--- config.mk ---
export PLATFORM = sky130hd
export DESIGN_NAME = pipeline_ctrl
export DESIGN_NICKNAME = d
export VERILOG_FILES = /design/src/rtl/pipeline_ctrl_pkg.sv /design/src/rtl/pipeline_ctrl_hazard_detect.sv /design/src/rtl/pipeline_ctrl.sv
export SDC_FILE = /design/constraint.sdc
export NUM_CORES = 1
export LEC_CHECK = 0
export BUFFER_PORTS_ARGS = -buffer_cell sky130_fd_sc_hd__buf_2
export CORE_MARGIN = 1.5
export CORE_UTILIZATION = 55
export DETAILED_ROUTE_END_ITERATION = 7
export GPL_TIMING_DRIVEN = 0
export PLACE_DENSITY = 0.79
export SLEW_MARGIN = 20
export SYNTH_ARGS = -nofsm -noshare
export SYNTH_HDL_FRONTEND = slang
export SYNTH_SLANG_ARGS = --single-unit
--- constraint.sdc ---
create_clock -name clock -period 6.4 [get_ports clock]
set_input_delay 0.32 -clock clock [delete_from_list [all_inputs] [get_ports clock]]
set_output_delay 0.32 -clock clock [all_outputs]
set_load 0.05 [all_outputs]
--- src/rtl/pipeline_ctrl_pkg.sv ---
// Shared definitions for the pipeline stall/flush sequencer: FSM states, the
// register-zero address, and the latch-control bundle with its canned patterns.
package pipeline_ctrl_pkg;

    typedef enum logic {
        ST_RUN     = 1'b0,
        ST_MD_WAIT = 1'b1
    } ctrlState_e;

    localparam int REG_ZERO = 0;

    typedef struct packed {
        logic pcEn;
        logic fdEn;
        logic dxEn;
        logic xmEn;
        logic mwEn;
        logic fdFlush;
        logic dxFlush;
        logic xmFlush;
    } latchCtrl_t;

    // Bit order follows the struct: {pc,fd,dx,xm,mw enables, fd,dx,xm flushes}.
    localparam latchCtrl_t CTL_RUN      = 8'b11111_000;
    localparam latchCtrl_t CTL_FREEZE   = 8'b00000_000;
    localparam latchCtrl_t CTL_SQUASH   = 8'b11111_110;
    localparam latchCtrl_t CTL_MD_HOLD  = 8'b00011_001;
    localparam latchCtrl_t CTL_LOAD_USE = 8'b00111_010;

endpackage

--- src/rtl/pipeline_ctrl_hazard_detect.sv ---
// Combinational load-use comparator: a load in DX whose destination feeds the
// instruction in FD. Shared with the forwarding unit.
module hazard_detect
    import pipeline_ctrl_pkg::*;
#(
    parameter int RA_W = 5
) (
    input  logic            dx_is_load,
    input  logic [RA_W-1:0] dx_rd,
    input  logic [RA_W-1:0] fd_rs,
    input  logic [RA_W-1:0] fd_rt,
    input  logic            fd_uses_rs,
    input  logic            fd_uses_rt,
    output logic            loadUse
);

    logic rsHit;
    logic rtHit;

    assign rsHit   = fd_uses_rs && (fd_rs == dx_rd);
    assign rtHit   = fd_uses_rt && (fd_rt == dx_rd);
    // r0 is hardwired, so a load targeting it can never feed a consumer.
    assign loadUse = dx_is_load && (dx_rd != RA_W'(REG_ZERO)) && (rsHit || rtHit);

endmodule

--- src/rtl/pipeline_ctrl.sv ---
// Stall/flush sequencer for the 5-stage pipeline: Mealy latch controls from a
// RUN/MD_WAIT FSM with a memory-freeze overlay, plus saturating perf counters.
module pipeline_ctrl
    import pipeline_ctrl_pkg::*;
#(
    parameter int RA_W       = 5,
    parameter int MD_TIMEOUT = 64,
    parameter int PERF_W     = 32
) (
    input  logic              clock,
    input  logic              reset,
    input  logic              dx_is_load,
    input  logic [RA_W-1:0]   dx_rd,
    input  logic [RA_W-1:0]   fd_rs,
    input  logic [RA_W-1:0]   fd_rt,
    input  logic              fd_uses_rs,
    input  logic              fd_uses_rt,
    input  logic              md_start,
    input  logic              md_ready,
    input  logic              branch_taken,
    input  logic              mem_req,
    input  logic              mem_ack,
    output logic              pc_en,
    output logic              fd_en,
    output logic              dx_en,
    output logic              xm_en,
    output logic              mw_en,
    output logic              fd_flush,
    output logic              dx_flush,
    output logic              xm_flush,
    output logic              md_error,
    output logic [PERF_W-1:0] stall_count,
    output logic [PERF_W-1:0] flush_count
);

    localparam int CNT_W = $clog2(MD_TIMEOUT + 1);

    ctrlState_e       state, nextState;
    logic [CNT_W-1:0] mdCnt, mdCntNext;
    logic             mdDone, mdDoneNext, mdErrorNext;
    logic             memFreeze, loadUse, mdTimeout, flushInc;
    latchCtrl_t       ctl;

    hazard_detect #(.RA_W(RA_W)) uHazard (
        .dx_is_load (dx_is_load),
        .dx_rd      (dx_rd),
        .fd_rs      (fd_rs),
        .fd_rt      (fd_rt),
        .fd_uses_rs (fd_uses_rs),
        .fd_uses_rt (fd_uses_rt),
        .loadUse    (loadUse)
    );

    assign memFreeze = mem_req && !mem_ack;
    assign mdTimeout = (mdCnt == CNT_W'(MD_TIMEOUT));

    always_comb begin
        // NOTE: every variable gets a default before any branch so no latch is inferred.
        ctl         = CTL_RUN;
        nextState   = state;
        mdCntNext   = mdCnt;
        mdDoneNext  = mdDone;
        mdErrorNext = md_error;
        flushInc    = 1'b0;

        unique case (state)
            ST_RUN: begin
                if (memFreeze) begin
                    ctl = CTL_FREEZE;
                end else if (branch_taken) begin
                    // Any stalled load-use consumer is wrong-path and gets squashed.
                    ctl      = CTL_SQUASH;
                    flushInc = 1'b1;
                end else if (md_start) begin
                    ctl       = CTL_MD_HOLD;
                    nextState = ST_MD_WAIT;
                    mdCntNext = CNT_W'(1);
                end else if (loadUse) begin
                    ctl = CTL_LOAD_USE;
                end
            end

            ST_MD_WAIT: begin
                if (!mdTimeout) mdCntNext = mdCnt + CNT_W'(1);
                if (memFreeze) begin
                    ctl = CTL_FREEZE;
                    if (md_ready) mdDoneNext = 1'b1;
                end else if (md_ready || mdDone || mdTimeout) begin
                    ctl        = CTL_RUN;
                    nextState  = ST_RUN;
                    mdDoneNext = 1'b0;
                    if (!(md_ready || mdDone)) mdErrorNext = 1'b1;
                end else begin
                    ctl = CTL_MD_HOLD;
                end
            end

            default: nextState = ST_RUN;
        endcase
    end

    // While reset is low every latch is held and loaded with a NOP.
    assign pc_en    = reset & ctl.pcEn;
    assign fd_en    = reset & ctl.fdEn;
    assign dx_en    = reset & ctl.dxEn;
    assign xm_en    = reset & ctl.xmEn;
    assign mw_en    = reset & ctl.mwEn;
    assign fd_flush = ~reset | ctl.fdFlush;
    assign dx_flush = ~reset | ctl.dxFlush;
    assign xm_flush = ~reset | ctl.xmFlush;

    // NOTE: sequential state uses non-blocking assignments so all registers sample together.
    always_ff @(posedge clock or negedge reset) begin
        if (!reset) begin
            state    <= ST_RUN;
            mdCnt    <= '0;
            mdDone   <= 1'b0;
            md_error <= 1'b0;
        end else begin
            state    <= nextState;
            mdCnt    <= mdCntNext;
            mdDone   <= mdDoneNext;
            md_error <= mdErrorNext;
        end
    end

    always_ff @(posedge clock or negedge reset) begin
        if (!reset) begin
            stall_count <= '0;
            flush_count <= '0;
        end else begin
            if (!ctl.pcEn && !(&stall_count)) stall_count <= stall_count + PERF_W'(1);
            if (flushInc && !(&flush_count))  flush_count <= flush_count + PERF_W'(1);
        end
    end

endmodule

==> impl_metrics.xml, run 1 <==
<?xml version="1.0" encoding="UTF-8"?>
<metrics>
  <group name="place">
    <metric name="port-buffer-count" unit="">97</metric>
    <metric name="place_worst_setup_slack" unit="ns">3.48</metric>
    <metric name="gpl.final_weighted_congestion" unit="">0.825</metric>
    <metric name="dp_hpwl" unit="mm">6.23</metric>
    <metric name="place_inst" unit="">580</metric>
    <metric name="placement.cell_area" unit="um2">4490</metric>
  </group>
  <group name="worst_setup_path">
    <metric name="critical_path_required" unit="ns">6.08</metric>
    <metric name="start_kind" unit="">register</metric>
    <metric name="worstReg2RegStart" unit="">mdCnt[0]</metric>
    <metric name="path_max_fanout" unit="">5</metric>
    <metric name="worst-setup-path-type" unit="">register to output pin</metric>
    <metric name="worst_path_dominant_cell_family" unit="">simple AND/OR/NAND/NOR gates</metric>
    <metric name="crit_arrival" unit="ns">3.00</metric>
    <metric name="crit_path_cell_count" unit="">9</metric>
    <metric name="ff2ff_path_depth" unit="">9</metric>
    <metric name="timing.rr.end" unit="">stall_count[30]</metric>
    <metric name="regToRegSetupSlack" unit="ns">3.61</metric>
    <metric name="cp_slowest_cell" unit="">nor4bb_1</metric>
    <metric name="crit_path_cell_trace" unit="">inv_1, ha_1, nor4bb_1, nand2_1, a311oi_1, and2_1, a21boi_0, buf_4, buf_2</metric>
    <metric name="timing.critical_path.slowest_cell_delay" unit="ns">0.55</metric>
    <metric name="critPathBufInv" unit="">3</metric>
    <metric name="critPathCaptureType" unit="">output pin</metric>
  </group>
  <group name="clock_tree">
    <metric name="cts.htree.levels" unit="">3</metric>
    <metric name="tritoncts.num_buffers" unit="">9</metric>
    <metric name="insertion_delay" unit="ns">0.34</metric>
    <metric name="cts-root-buf" unit="">clkbuf_8</metric>
    <metric name="tritoncts" unit="">yes</metric>
    <metric name="clock_tree.buffer_depth" unit="">2</metric>
    <metric name="clock_sink_count" unit="">74</metric>
    <metric name="clk_pin_slew" unit="ns">0.07</metric>
  </group>
  <group name="timing">
    <metric name="timing.final.setup_violations" unit="">0</metric>
    <metric name="rsz0062_at_grt" unit="">no</metric>
    <metric name="worst_slew_margin_rel" unit="%">51.4</metric>
    <metric name="fin_ws" unit="ns">3.08</metric>
    <metric name="min_period_over_period" unit="%">51.9</metric>
    <metric name="clock.fmax" unit="MHz">301</metric>
    <metric name="slew_viol_final" unit="">0</metric>
    <metric name="total_negative_setup_slacks" unit="ns">0</metric>
    <metric name="worst_slew_pin_slew" unit="ns">0.723</metric>
    <metric name="fin_worst_hold_slack" unit="ns">0.280</metric>
    <metric name="clock-skew-final" unit="ns">0.00925</metric>
    <metric name="hold_viol_final" unit="">0</metric>
    <metric name="post-route-min-period" unit="ns">3.32</metric>
  </group>
  <group name="grt">
    <metric name="grt_util_all_layers" unit="%">23.9</metric>
    <metric name="antenna_found_initial" unit="">0</metric>
    <metric name="first_global_vias" unit="">3131</metric>
    <metric name="grt_start_max_net_pins" unit="">44</metric>
    <metric name="overflow" unit="">0</metric>
    <metric name="grt_pass1_wl" unit="mm">14.3</metric>
  </group>
  <group name="synthesis">
    <metric name="synthesized_cell_area" unit="um2">3860</metric>
    <metric name="synth-async-reset-ratio" unit="%">100</metric>
    <metric name="synthesis.nets" unit="">415</metric>
    <metric name="syn-instance-count" unit="">386</metric>
    <metric name="synthFlopType" unit="">dfrtp_1</metric>
    <metric name="synth_warnings" unit="">0</metric>
    <metric name="netlist-cell-type-count" unit="">46</metric>
    <metric name="synth_seq_cells" unit="">74</metric>
    <metric name="synth_edf_count" unit="">0</metric>
    <metric name="synth_sequential_area_ratio" unit="%">47.9</metric>
    <metric name="avgSynthCellArea" unit="um2">10.0</metric>
  </group>
  <group name="route">
    <metric name="firstDrtPassIters" unit="">4</metric>
    <metric name="post-route-drc-count" unit="">0</metric>
    <metric name="detail_route.vias_per_cell" unit="">5.41</metric>
    <metric name="drt.antenna.violating_nets" unit="">0</metric>
    <metric name="totalWireLength" unit="mm">8.56</metric>
    <metric name="dr_total_vias" unit="">3217</metric>
    <metric name="count_of_routing_violations_after_the_opening_detailed_route_iteration" unit="">127</metric>
    <metric name="routed_wire_length_per_instance" unit="um">14.4</metric>
  </group>
  <group name="hold_path">
    <metric name="worst_hold_path_type" unit="">input pin to register</metric>
    <metric name="holdPathStages" unit="">3</metric>
    <metric name="whs_endpoint" unit="">mdDone</metric>
    <metric name="worstHoldStart" unit="">md_ready</metric>
  </group>
  <group name="floorplanning">
    <metric name="die_y" unit="um">86.8</metric>
    <metric name="initial_utilization" unit="%">56.9</metric>
    <metric name="die_w" unit="um">86.8</metric>
    <metric name="die_area" unit="um2">7530</metric>
    <metric name="design.portCount" unit="">98</metric>
    <metric name="placement_rows" unit="">30</metric>
    <metric name="coreArea" unit="um2">6790</metric>
  </group>
  <group name="cells_and_area">
    <metric name="areaGrowthSynthToFinish" unit="%">20.6</metric>
    <metric name="finish.net_count" unit="">525</metric>
    <metric name="final_area" unit="um2">4660</metric>
    <metric name="drive_above_1_share" unit="%">27.3</metric>
    <metric name="stdcell_count" unit="">595</metric>
    <metric name="antenna_diode_instance_count" unit="">0</metric>
  </group>
  <group name="run_status">
    <metric name="status" unit="">finished clean</metric>
  </group>
  <group name="flow_run">
    <metric name="timing.max_cap.violations" unit="">0</metric>
  </group>
  <group name="pwr">
    <metric name="ir_drop_worst_case_vdd" unit="mV">0.278</metric>
    <metric name="static-leakage-power" unit="nW">2.34</metric>
    <metric name="power_density" unit="nW/um2">311</metric>
  </group>
</metrics>
==> stage by stage <==
stage	power (mW)	utilization, %
2_1_floorplan	1.01	-
3_3_place_gp	1.13	65.8
3_5_place_dp	1.15	66.1
4_1_cts	1.46	68.6
5_1_grt	1.52	68.6
6_report	1.45	68.6
==> layout make-up <==
| type | instances | area (um2) |
|---|---|---|
| Buffer | 15 | 83.8 |
| Clock buffer | 10 | 138 |
| Clock inverter | 4 | 20.0 |
| Fill cell | 529 | 2140 |
| Inverter | 11 | 41.3 |
| Multi-Input combinational cell | 286 | 1890 |
| Sequential cell | 74 | 1850 |
| Tap cell | 96 | 120 |
| Timing Repair Buffer | 99 | 518 |
==> Yosys cell counts, types with 2 or more instances <==
master / count / area [um2]
nor3b_1: 4 / 30.0
nor2_1: 32 / 120
nor3_2: 2 / 20.0
nand2_1: 34 / 128
clkbuf_1: 3 / 11.3
and2_1: 3 / 18.8
xnor2_1: 22 / 193
nor3_1: 27 / 135
nand3_1: 25 / 125
nand4_1: 19 / 119
dfrtp_1: 74 / 1850
o21ai_0: 2 / 10.0
nor4_1: 8 / 50.1
buf_4: 5 / 37.5
or2_2: 2 / 12.5
or4_1: 2 / 15.0
ha_1: 4 / 50.1
inv_1: 11 / 41.3
and4_1: 8 / 70.1
nand2b_1: 2 / 12.5
or3_1: 4 / 25.0
xor2_1: 54 / 473
buf_2: 6 / 30.0
nor4b_2: 2 / 30.0
and3_1: 10 / 62.6
==> cell usage in the layout (no fill, tap or decap), types with 3 or more instances in the layout <==
cell type  count
clkbuf_1       3
and4_1         8
nand3_1       25
xnor2_1       22
xor2_1        54
nor3_1        27
and2_1         3
nor2_1        32
inv_1         11
clkinv_2       4
nor3b_1        4
dfrtp_1       74
nand2_1       34
buf_2        102
nor4_1         8
or3_1          4
buf_4          6
and3_1        10
ha_1           4
nand4_1       19
clkbuf_8      10
==> report_power, final <==
| group | internal (mW) | total (mW) | switching, mW |
|---|---|---|---|
| combinational | 0.139 | 0.503 | 0.364 |
| sequential | 0.544 | 0.638 | 0.0942 |
| clock | 0.144 | 0.307 | 0.163 |
==> state kept, by name (all words and copies together) (netlist names) <==
register,flops
stall_count,32
mdCnt,7
mdDone,1
flush_count,32
state,1
md_error,1
==> per-layer routing <==
metal | routed length, um | track usage [%] | vias up
li1 | - | - | 1555
met3 | 455 | 4.00 | 4
met4 | 46 | 8.06 | 0
met1 | 3850 | 31.2 | 1551
met2 | 4200 | 40.1 | 107
met5 | 0 | 0 | -
==> repair_timing <==
action / in CTS / in global routing
resized for setup: 0 / 0
setup buffers: 0 / 0
hold buffers: 1 / 0
endpoints found under the hold margin: 34 / 0
==> how the worst max path moves through the flow <==
stage,from,to,slack [ns]
finish,mdCnt[0],pc_en,3.08
CTS,mdCnt[0],pc_en,3.10
global placement,reset,pc_en,3.51
detailed placement,mdCnt[0],pc_en,3.48
floorplan,mdCnt[0],pc_en,2.55
global route,mdCnt[0],pc_en,2.93
==> kinds of logic (layout without fill, tap and decap cells) <==
group	after synthesis	after routing	synth area share, %
flip-flops	74	74	47.9
buffers and inverters	26	139	3.24
AO/OA/AOI/OAI	15	15	3.05
adder cells (fa/ha/maj)	4	4	1.30
AND/OR/NAND/NOR	189	189	26.7
multiplexers	2	2	0.583
XOR/XNOR	76	76	17.2
==> worst min-delay path, stage by stage <==
cell and delay [ns]:
buf_2 0.11, a21oi_1 0.06, nor2_1 0.08
(Power assumes the default switching activity.)
==> inputs of run 2 (changes only) <==
--- a/config.mk
+++ b/config.mk
@@ -7,10 +7,10 @@
 export LEC_CHECK = 0
 export BUFFER_PORTS_ARGS = -buffer_cell sky130_fd_sc_hd__buf_2
 export CORE_MARGIN = 1.5
-export CORE_UTILIZATION = 55
+export CORE_UTILIZATION = 48
 export DETAILED_ROUTE_END_ITERATION = 7
 export GPL_TIMING_DRIVEN = 0
-export PLACE_DENSITY = 0.79
+export PLACE_DENSITY = 0.73
 export SLEW_MARGIN = 20
 export SYNTH_ARGS = -nofsm -noshare
 export SYNTH_HDL_FRONTEND = slang
==> constraint.sdc (replaced) <==
create_clock -name clock -period 2.9 [get_ports clock]
set_input_delay 0.145 -clock clock [delete_from_list [all_inputs] [get_ports clock]]
set_output_delay 0.145 -clock clock [all_outputs]
set_load 0.05 [all_outputs]
==> impl_metrics.xml, run 2 (synthesis results as in run 1) <==
<?xml version="1.0" encoding="UTF-8"?>
<metrics>
  <group name="run_status">
    <metric name="status" unit="">finished clean</metric>
  </group>
  <group name="grt">
    <metric name="antenna_found_initial" unit="">0</metric>
    <metric name="overflow" unit="">0</metric>
    <metric name="grt_pass1_wl" unit="mm">14.8</metric>
    <metric name="grt_util_all_layers" unit="%">21.5</metric>
    <metric name="first_global_vias" unit="">3190</metric>
    <metric name="grt_start_max_net_pins" unit="">60</metric>
  </group>
  <group name="route">
    <metric name="drt.antenna.violating_nets" unit="">0</metric>
    <metric name="routed_wire_length_per_instance" unit="um">14.4</metric>
    <metric name="totalWireLength" unit="mm">8.66</metric>
    <metric name="firstDrtPassIters" unit="">4</metric>
    <metric name="post-route-drc-count" unit="">0</metric>
    <metric name="count_of_routing_violations_after_the_opening_detailed_route_iteration" unit="">97</metric>
    <metric name="detail_route.vias_per_cell" unit="">5.36</metric>
    <metric name="dr_total_vias" unit="">3228</metric>
  </group>
  <group name="pwr">
    <metric name="static-leakage-power" unit="nW">2.36</metric>
    <metric name="power_density" unit="nW/um2">701</metric>
    <metric name="ir_drop_worst_case_vdd" unit="mV">0.681</metric>
    <metric name="totalPowerFinal" unit="mW">3.32</metric>
  </group>
  <group name="worst_setup_path">
    <metric name="path_max_fanout" unit="">5</metric>
    <metric name="worst_setup_path_startpoint" unit="">mdCnt[0]</metric>
    <metric name="ff2ff_path_depth" unit="">9</metric>
    <metric name="critPathCaptureType" unit="">output pin</metric>
    <metric name="worstReg2RegStart" unit="">mdCnt[0]</metric>
    <metric name="critical_path_required" unit="ns">2.76</metric>
    <metric name="worst-setup-path-type" unit="">register to output pin</metric>
    <metric name="regToRegSetupSlack" unit="ns">0.38</metric>
    <metric name="start_kind" unit="">register</metric>
    <metric name="crit_arrival" unit="ns">2.55</metric>
    <metric name="timing.rr.end" unit="">stall_count[31]</metric>
  </group>
  <group name="clock_tree">
    <metric name="cts_setup_buffers" unit="">0</metric>
    <metric name="cts-root-buf" unit="">clkbuf_8</metric>
    <metric name="clock_tree.buffer_depth" unit="">2</metric>
    <metric name="tritoncts" unit="">yes</metric>
    <metric name="clk_pin_slew" unit="ns">0.08</metric>
    <metric name="clock_sink_count" unit="">74</metric>
    <metric name="tritoncts.num_buffers" unit="">9</metric>
    <metric name="insertion_delay" unit="ns">0.34</metric>
    <metric name="cts.htree.levels" unit="">3</metric>
  </group>
  <group name="cells_and_area">
    <metric name="areaGrowthSynthToFinish" unit="%">22.5</metric>
    <metric name="multi_input_comb_area" unit="um2">1910</metric>
    <metric name="ff_latch_area" unit="um2">1850</metric>
    <metric name="most_common_cell_after_layout_fill_and_taps_aside" unit="">buf_2</metric>
    <metric name="fillCellCount" unit="">670</metric>
    <metric name="layout.cells.most_common_list" unit="">buf_2 (102), dfrtp_1 (74), xor2_1 (54), nand2_1 (34), nor2_1 (32)</metric>
    <metric name="final_area" unit="um2">4730</metric>
    <metric name="antenna_diode_instance_count" unit="">0</metric>
    <metric name="finish.net_count" unit="">525</metric>
    <metric name="drive_above_1_share" unit="%">28.0</metric>
    <metric name="layout_top_registers" unit="">flush_count: 32 flops, stall_count: 32 flops, mdCnt: 7 flops</metric>
  </group>
  <group name="timing">
    <metric name="fin_worst_hold_slack" unit="ns">0.112</metric>
    <metric name="min_period_over_period" unit="%">93.1</metric>
    <metric name="clock-skew-final" unit="ns">0.0137</metric>
    <metric name="clock.fmax" unit="MHz">370</metric>
    <metric name="timing.final.setup_violations" unit="">0</metric>
    <metric name="worst_slew_pin_slew" unit="ns">0.731</metric>
    <metric name="slew_viol_final" unit="">0</metric>
    <metric name="post-route-min-period" unit="ns">2.70</metric>
    <metric name="rsz0062_at_grt" unit="">no</metric>
    <metric name="worst_slew_margin_rel" unit="%">50.9</metric>
    <metric name="hold_viol_final" unit="">0</metric>
  </group>
  <group name="place">
    <metric name="dp_hpwl" unit="mm">6.27</metric>
    <metric name="placement.cell_area" unit="um2">4510</metric>
    <metric name="gpl.final_weighted_congestion" unit="">0.817</metric>
    <metric name="port-buffer-count" unit="">97</metric>
  </group>
  <group name="floorplanning">
    <metric name="coreArea" unit="um2">7770</metric>
    <metric name="die_w" unit="um">92.7</metric>
    <metric name="design.portCount" unit="">98</metric>
    <metric name="placement_rows" unit="">32</metric>
    <metric name="die_area" unit="um2">8590</metric>
    <metric name="die_y" unit="um">92.7</metric>
    <metric name="initial_utilization" unit="%">49.7</metric>
  </group>
  <group name="hold_path">
    <metric name="worstHoldStart" unit="">md_ready</metric>
    <metric name="worst_hold_path_type" unit="">input pin to register</metric>
    <metric name="whs_endpoint" unit="">mdDone</metric>
    <metric name="holdPathStages" unit="">3</metric>
  </group>
  <group name="flow_run">
    <metric name="timing.max_cap.violations" unit="">0</metric>
  </group>
</metrics>
## run 2: area by class of cell
| cell class | count | area share [%] |
|---|---|---|
| Buffer | 15 | 1.77 |
| Inverter | 11 | 0.872 |
| Tap cell | 102 | 2.70 |
| Multi-Input combinational cell | 286 | 40.4 |
| Clock inverter | 5 | 1.16 |
| Sequential cell | 74 | 39.1 |
| Timing Repair Buffer | 99 | 11.1 |
| Clock buffer | 10 | 2.91 |
## run 2: power breakdown
| part | internal (mW) | switching (mW) | total [mW] | leakage, nW |
|---|---|---|---|---|
| Clock | 0.413 | 0.377 | 0.790 | 0.0941 |
| Sequential | 1.20 | 0.213 | 1.41 | 0.936 |
| Combinational | 0.314 | 0.803 | 1.12 | 1.33 |
| Total | 1.93 | 1.39 | 3.32 | 2.36 |
## run 2: worst max-delay path, cell delays in order, from the launching register on
cell      delay [ns]
dfrtp_1         0.43
inv_1           0.07
ha_1            0.16
nor4bb_4        0.33
nand2_1         0.18
a311oi_2        0.31
and2_1          0.19
a21boi_2        0.18
buf_4           0.11
buf_2           0.24
## run 2: timing repair
item,in CTS,in global routing
hold buffers,1,0
endpoints found under the hold margin,20,0
setup endpoints to repair,0,2
gates resized for setup,0,3
## run 2: stage by stage
| step | util [%] | std cells | setup TNS (ns) | setup WS [ns] |
|---|---|---|---|---|
| detailed placement | 58.1 | 586 | 0 | 0.363 |
| global placement | 57.7 | 585 | 0 | 0.350 |
| floorplan | - | 386 | -0.0348 | -0.0348 |
| global route | 60.9 | 602 | 0 | 0.0374 |
| CTS | 60.7 | 602 | 0 | 0.0596 |
| finish | 60.9 | 602 | 0 | 0.201 |
## run 2: worst max-delay path by stage
| stage | endpoint | slack (ns) | cells past startpoint |
|---|---|---|---|
| finish | pc_en | 0.20 | 9 |
| global route | pc_en | 0.04 | 9 |
| CTS | pc_en | 0.06 | 9 |
| detailed placement | stall_count[30] | 0.36 | 9 |
| global placement | stall_count[6] | 0.35 | 9 |
| floorplan | pc_en | -0.03 | 8 |
## run 2: routing by layer
metal / vias up / global-route usage [%] / wire [um]
li1: 1558 / - / -
met2: 77 / 36.9 / 4230
met5: - / 0 / 0
met1: 1582 / 27.2 / 3920
met3: 11 / 4.02 / 401
met4: 0 / 7.07 / 108
==> inputs of run 3 (changes only) <==
--- a/config.mk
+++ b/config.mk
@@ -5,12 +5,13 @@
 export SDC_FILE = /design/constraint.sdc
 export NUM_CORES = 1
 export LEC_CHECK = 0
+export ABC_AREA = 1
 export BUFFER_PORTS_ARGS = -buffer_cell sky130_fd_sc_hd__buf_2
 export CORE_MARGIN = 1.5
-export CORE_UTILIZATION = 48
+export CORE_UTILIZATION = 51
 export DETAILED_ROUTE_END_ITERATION = 7
 export GPL_TIMING_DRIVEN = 0
-export PLACE_DENSITY = 0.73
+export PLACE_DENSITY = 0.75
 export SLEW_MARGIN = 20
 export SYNTH_ARGS = -nofsm -noshare
 export SYNTH_HDL_FRONTEND = slang
==> constraint.sdc (replaced) <==
create_clock -name clock -period 2.35 [get_ports clock]
set_input_delay 0.1175 -clock clock [delete_from_list [all_inputs] [get_ports clock]]
set_output_delay 0.1175 -clock clock [all_outputs]
set_load 0.05 [all_outputs]
==> impl_metrics.xml, run 3 <==
<?xml version="1.0" encoding="UTF-8"?>
<metrics>
  <group name="floorplanning">
    <metric name="die_area" unit="um2">10500</metric>
    <metric name="initial_utilization" unit="%">52.0</metric>
    <metric name="placement_rows" unit="">36</metric>
    <metric name="coreArea" unit="um2">9680</metric>
    <metric name="die_w" unit="um">102</metric>
    <metric name="design.portCount" unit="">98</metric>
    <metric name="die_y" unit="um">102</metric>
  </group>
  <group name="cells_and_area">
    <metric name="finish.net_count" unit="">908</metric>
    <metric name="most_common_cell_after_layout_fill_and_taps_aside" unit="">nand2_1</metric>
    <metric name="drive_above_1_share" unit="%">16.6</metric>
    <metric name="antenna_diode_instance_count" unit="">0</metric>
    <metric name="final_area" unit="um2">5940</metric>
    <metric name="layout.cells.most_common_list" unit="">nand2_1 (318), buf_2 (102), nor2_1 (88), inv_1 (78), dfrtp_1 (74)</metric>
    <metric name="areaGrowthSynthToFinish" unit="%">17.9</metric>
    <metric name="layout_top_registers" unit="">flush_count: 32 flops, stall_count: 32 flops, mdCnt: 7 flops</metric>
  </group>
  <group name="pwr">
    <metric name="totalPowerFinal" unit="mW">4.00</metric>
    <metric name="power_density" unit="nW/um2">673</metric>
    <metric name="ir_drop_worst_case_vdd" unit="mV">0.654</metric>
    <metric name="static-leakage-power" unit="nW">3.15</metric>
  </group>
  <group name="clock_tree">
    <metric name="clk_pin_slew" unit="ns">0.08</metric>
    <metric name="tritoncts" unit="">yes</metric>
    <metric name="tritoncts.num_buffers" unit="">9</metric>
    <metric name="cts-root-buf" unit="">clkbuf_8</metric>
    <metric name="clock_tree.buffer_depth" unit="">2</metric>
    <metric name="cts_setup_buffers" unit="">0</metric>
    <metric name="cts.htree.levels" unit="">3</metric>
    <metric name="clock_sink_count" unit="">74</metric>
    <metric name="insertion_delay" unit="ns">0.36</metric>
  </group>
  <group name="route">
    <metric name="dr_total_vias" unit="">5192</metric>
    <metric name="detail_route.vias_per_cell" unit="">5.11</metric>
    <metric name="count_of_routing_violations_after_the_opening_detailed_route_iteration" unit="">228</metric>
    <metric name="firstDrtPassIters" unit="">5</metric>
    <metric name="routed_wire_length_per_instance" unit="um">13.2</metric>
    <metric name="post-route-drc-count" unit="">0</metric>
    <metric name="totalWireLength" unit="mm">13.5</metric>
    <metric name="drt.antenna.violating_nets" unit="">0</metric>
  </group>
  <group name="timing">
    <metric name="min_period_over_period" unit="%">91.6</metric>
    <metric name="hold_viol_final" unit="">0</metric>
    <metric name="clock-skew-final" unit="ns">0.0161</metric>
    <metric name="total_negative_setup_slacks" unit="ns">0</metric>
    <metric name="worst_slew_margin_rel" unit="%">69.1</metric>
    <metric name="rsz0062_at_grt" unit="">no</metric>
    <metric name="timing.final.setup_violations" unit="">0</metric>
    <metric name="worst_slew_pin_slew" unit="ns">0.460</metric>
    <metric name="clock.fmax" unit="MHz">464</metric>
    <metric name="slew_viol_final" unit="">0</metric>
    <metric name="post-route-min-period" unit="ns">2.15</metric>
    <metric name="fin_worst_hold_slack" unit="ns">0.0313</metric>
  </group>
  <group name="run_status">
    <metric name="status" unit="">finished clean</metric>
  </group>
  <group name="synthesis">
    <metric name="syn-instance-count" unit="">769</metric>
    <metric name="post_synth_main_area_contributors" unit="">dfrtp_1 (37%), nand2_1 (24%), nor2_1 (6.6%)</metric>
    <metric name="synth_warnings" unit="">0</metric>
    <metric name="synthFlopType" unit="">dfrtp_1</metric>
    <metric name="synthesis.nets" unit="">798</metric>
    <metric name="synth_sequential_area_ratio" unit="%">36.8</metric>
    <metric name="synthDominantAreaCellType" unit="">dfrtp_1</metric>
    <metric name="synth_top_cells_by_count" unit="">nand2_1 (318), nor2_1 (88), inv_1 (78)</metric>
    <metric name="cell_with_the_most_instances_after_synthesis" unit="">nand2_1</metric>
    <metric name="netlist-cell-type-count" unit="">28</metric>
    <metric name="yosys.area.top_type_share" unit="%">36.8</metric>
    <metric name="avgSynthCellArea" unit="um2">6.55</metric>
    <metric name="synth-async-reset-ratio" unit="%">100</metric>
    <metric name="synthesized_cell_area" unit="um2">5030</metric>
    <metric name="synth_edf_count" unit="">0</metric>
    <metric name="synth_seq_cells" unit="">74</metric>
  </group>
  <group name="grt">
    <metric name="first_global_vias" unit="">4819</metric>
    <metric name="overflow" unit="">0</metric>
    <metric name="grt_start_max_net_pins" unit="">59</metric>
    <metric name="grt_pass1_wl" unit="mm">22.2</metric>
    <metric name="antenna_found_initial" unit="">0</metric>
    <metric name="grt_util_all_layers" unit="%">26.9</metric>
  </group>
  <group name="place">
    <metric name="port-buffer-count" unit="">97</metric>
    <metric name="dp_hpwl" unit="mm">10.4</metric>
    <metric name="gpl.final_weighted_congestion" unit="">1.00</metric>
    <metric name="placement.cell_area" unit="um2">5720</metric>
  </group>
  <group name="worst_setup_path">
    <metric name="path_max_fanout" unit="">4</metric>
    <metric name="critPathCaptureType" unit="">output pin</metric>
    <metric name="crit_arrival" unit="ns">2.04</metric>
    <metric name="critical_path_required" unit="ns">2.23</metric>
    <metric name="start_kind" unit="">register</metric>
    <metric name="worst-setup-path-type" unit="">register to output pin</metric>
  </group>
  <group name="hold_path">
    <metric name="worst_hold_path_type" unit="">input pin to register</metric>
  </group>
  <group name="flow_run">
    <metric name="timing.max_cap.violations" unit="">0</metric>
  </group>
</metrics>
-- run 3: changes by cell type in the layout (fill, tap and decap cells not counted), moves of 9 or more --
cell     before  now
xnor2_1      22   13
nand3_1      25   65
nand2_1      34  318
nand4_1      19    8
o21ai_0       2   19
nor2_1       32   88
xor2_1       54   25
inv_1        11   78
-- run 3: metrics by stage --
stage	cells	utilization, %	setup slack, ns
CTS	1017	61.3	0.138
global route	1017	61.3	0.0235
finish	1017	61.3	0.197
global placement	999	58.8	-0.101
detailed placement	1000	59.1	0.384
floorplan	769	-	0.0448
-- run 3: metal layers --
metal | vias up | GRT usage (%) | part of all wire [%]
li1 | 2622 | - | -
met1 | 2395 | 33.2 | 43
met2 | 153 | 48.3 | 50
met3 | 22 | 3.83 | 4.8
met4 | 0 | 8.75 | 2.1
met5 | - | 0 | 0
-- run 3: repair_timing --
item / in CTS / in global routing
endpoints found under the setup margin: 0 / 1
gates resized for setup: 0 / 2
hold buffers: 1 / 0
hold endpoints to repair: 42 / 0
-- run 3: cell families after synthesis --
kind of cell    count (synthesis)  share of synthesized area, %
simple gates                  526                          44.1
buf+inv                        97                          8.45
flops                          74                          36.8
xor+xnor                       38                          6.61
compound gates                 30                          3.11
fa+ha+maj                       4                         0.994
-- run 3: final timing paths --
path                       startpoint         endpoint  slack (ns)  cells past startpoint
min in group asynchronous       reset   flush_count[1]        0.18                      2
setup reg to reg             mdCnt[0]   stall_count[3]        0.37                     13
max in group asynchronous       reset  stall_count[19]        1.60                      3
hold / removal               md_ready           mdDone        0.03                      3
setup / recovery             mdCnt[0]            pc_en        0.20                     12
hold reg to reg                mdDone           mdDone        0.47                      2
-- run 3: final cells by class --
| type | count | area (um2) |
|---|---|---|
| timing repair buffer | 99 | 528 |
| inverter | 80 | 300 |
| sequential | 74 | 1850 |
| clock inverter | 5 | 61.3 |
| fill | 931 | 3750 |
| buffer | 17 | 125 |
| clock buffer | 11 | 141 |
| multi-input combinational | 598 | 2760 |
| tap | 133 | 166 |
-- run 3: power by group --
group	internal, mW	switching, mW	total, mW
Sequential	1.42	0.182	1.61
Clock	0.524	0.519	1.04
Combinational	0.353	0.995	1.35
Total	2.30	1.70	4.00
-- run 3: critical path, cell delays in order, from the launching register on --
cell,delay [ns]
dfrtp_1,0.38
inv_1,0.11
ha_1,0.16
nand2_1,0.05
inv_1,0.07
nand3_2,0.10
nand2_1,0.12
nand2_1,0.11
a21oi_2,0.17
nand2_1,0.07
inv_1,0.06
buf_4,0.10
buf_4,0.18
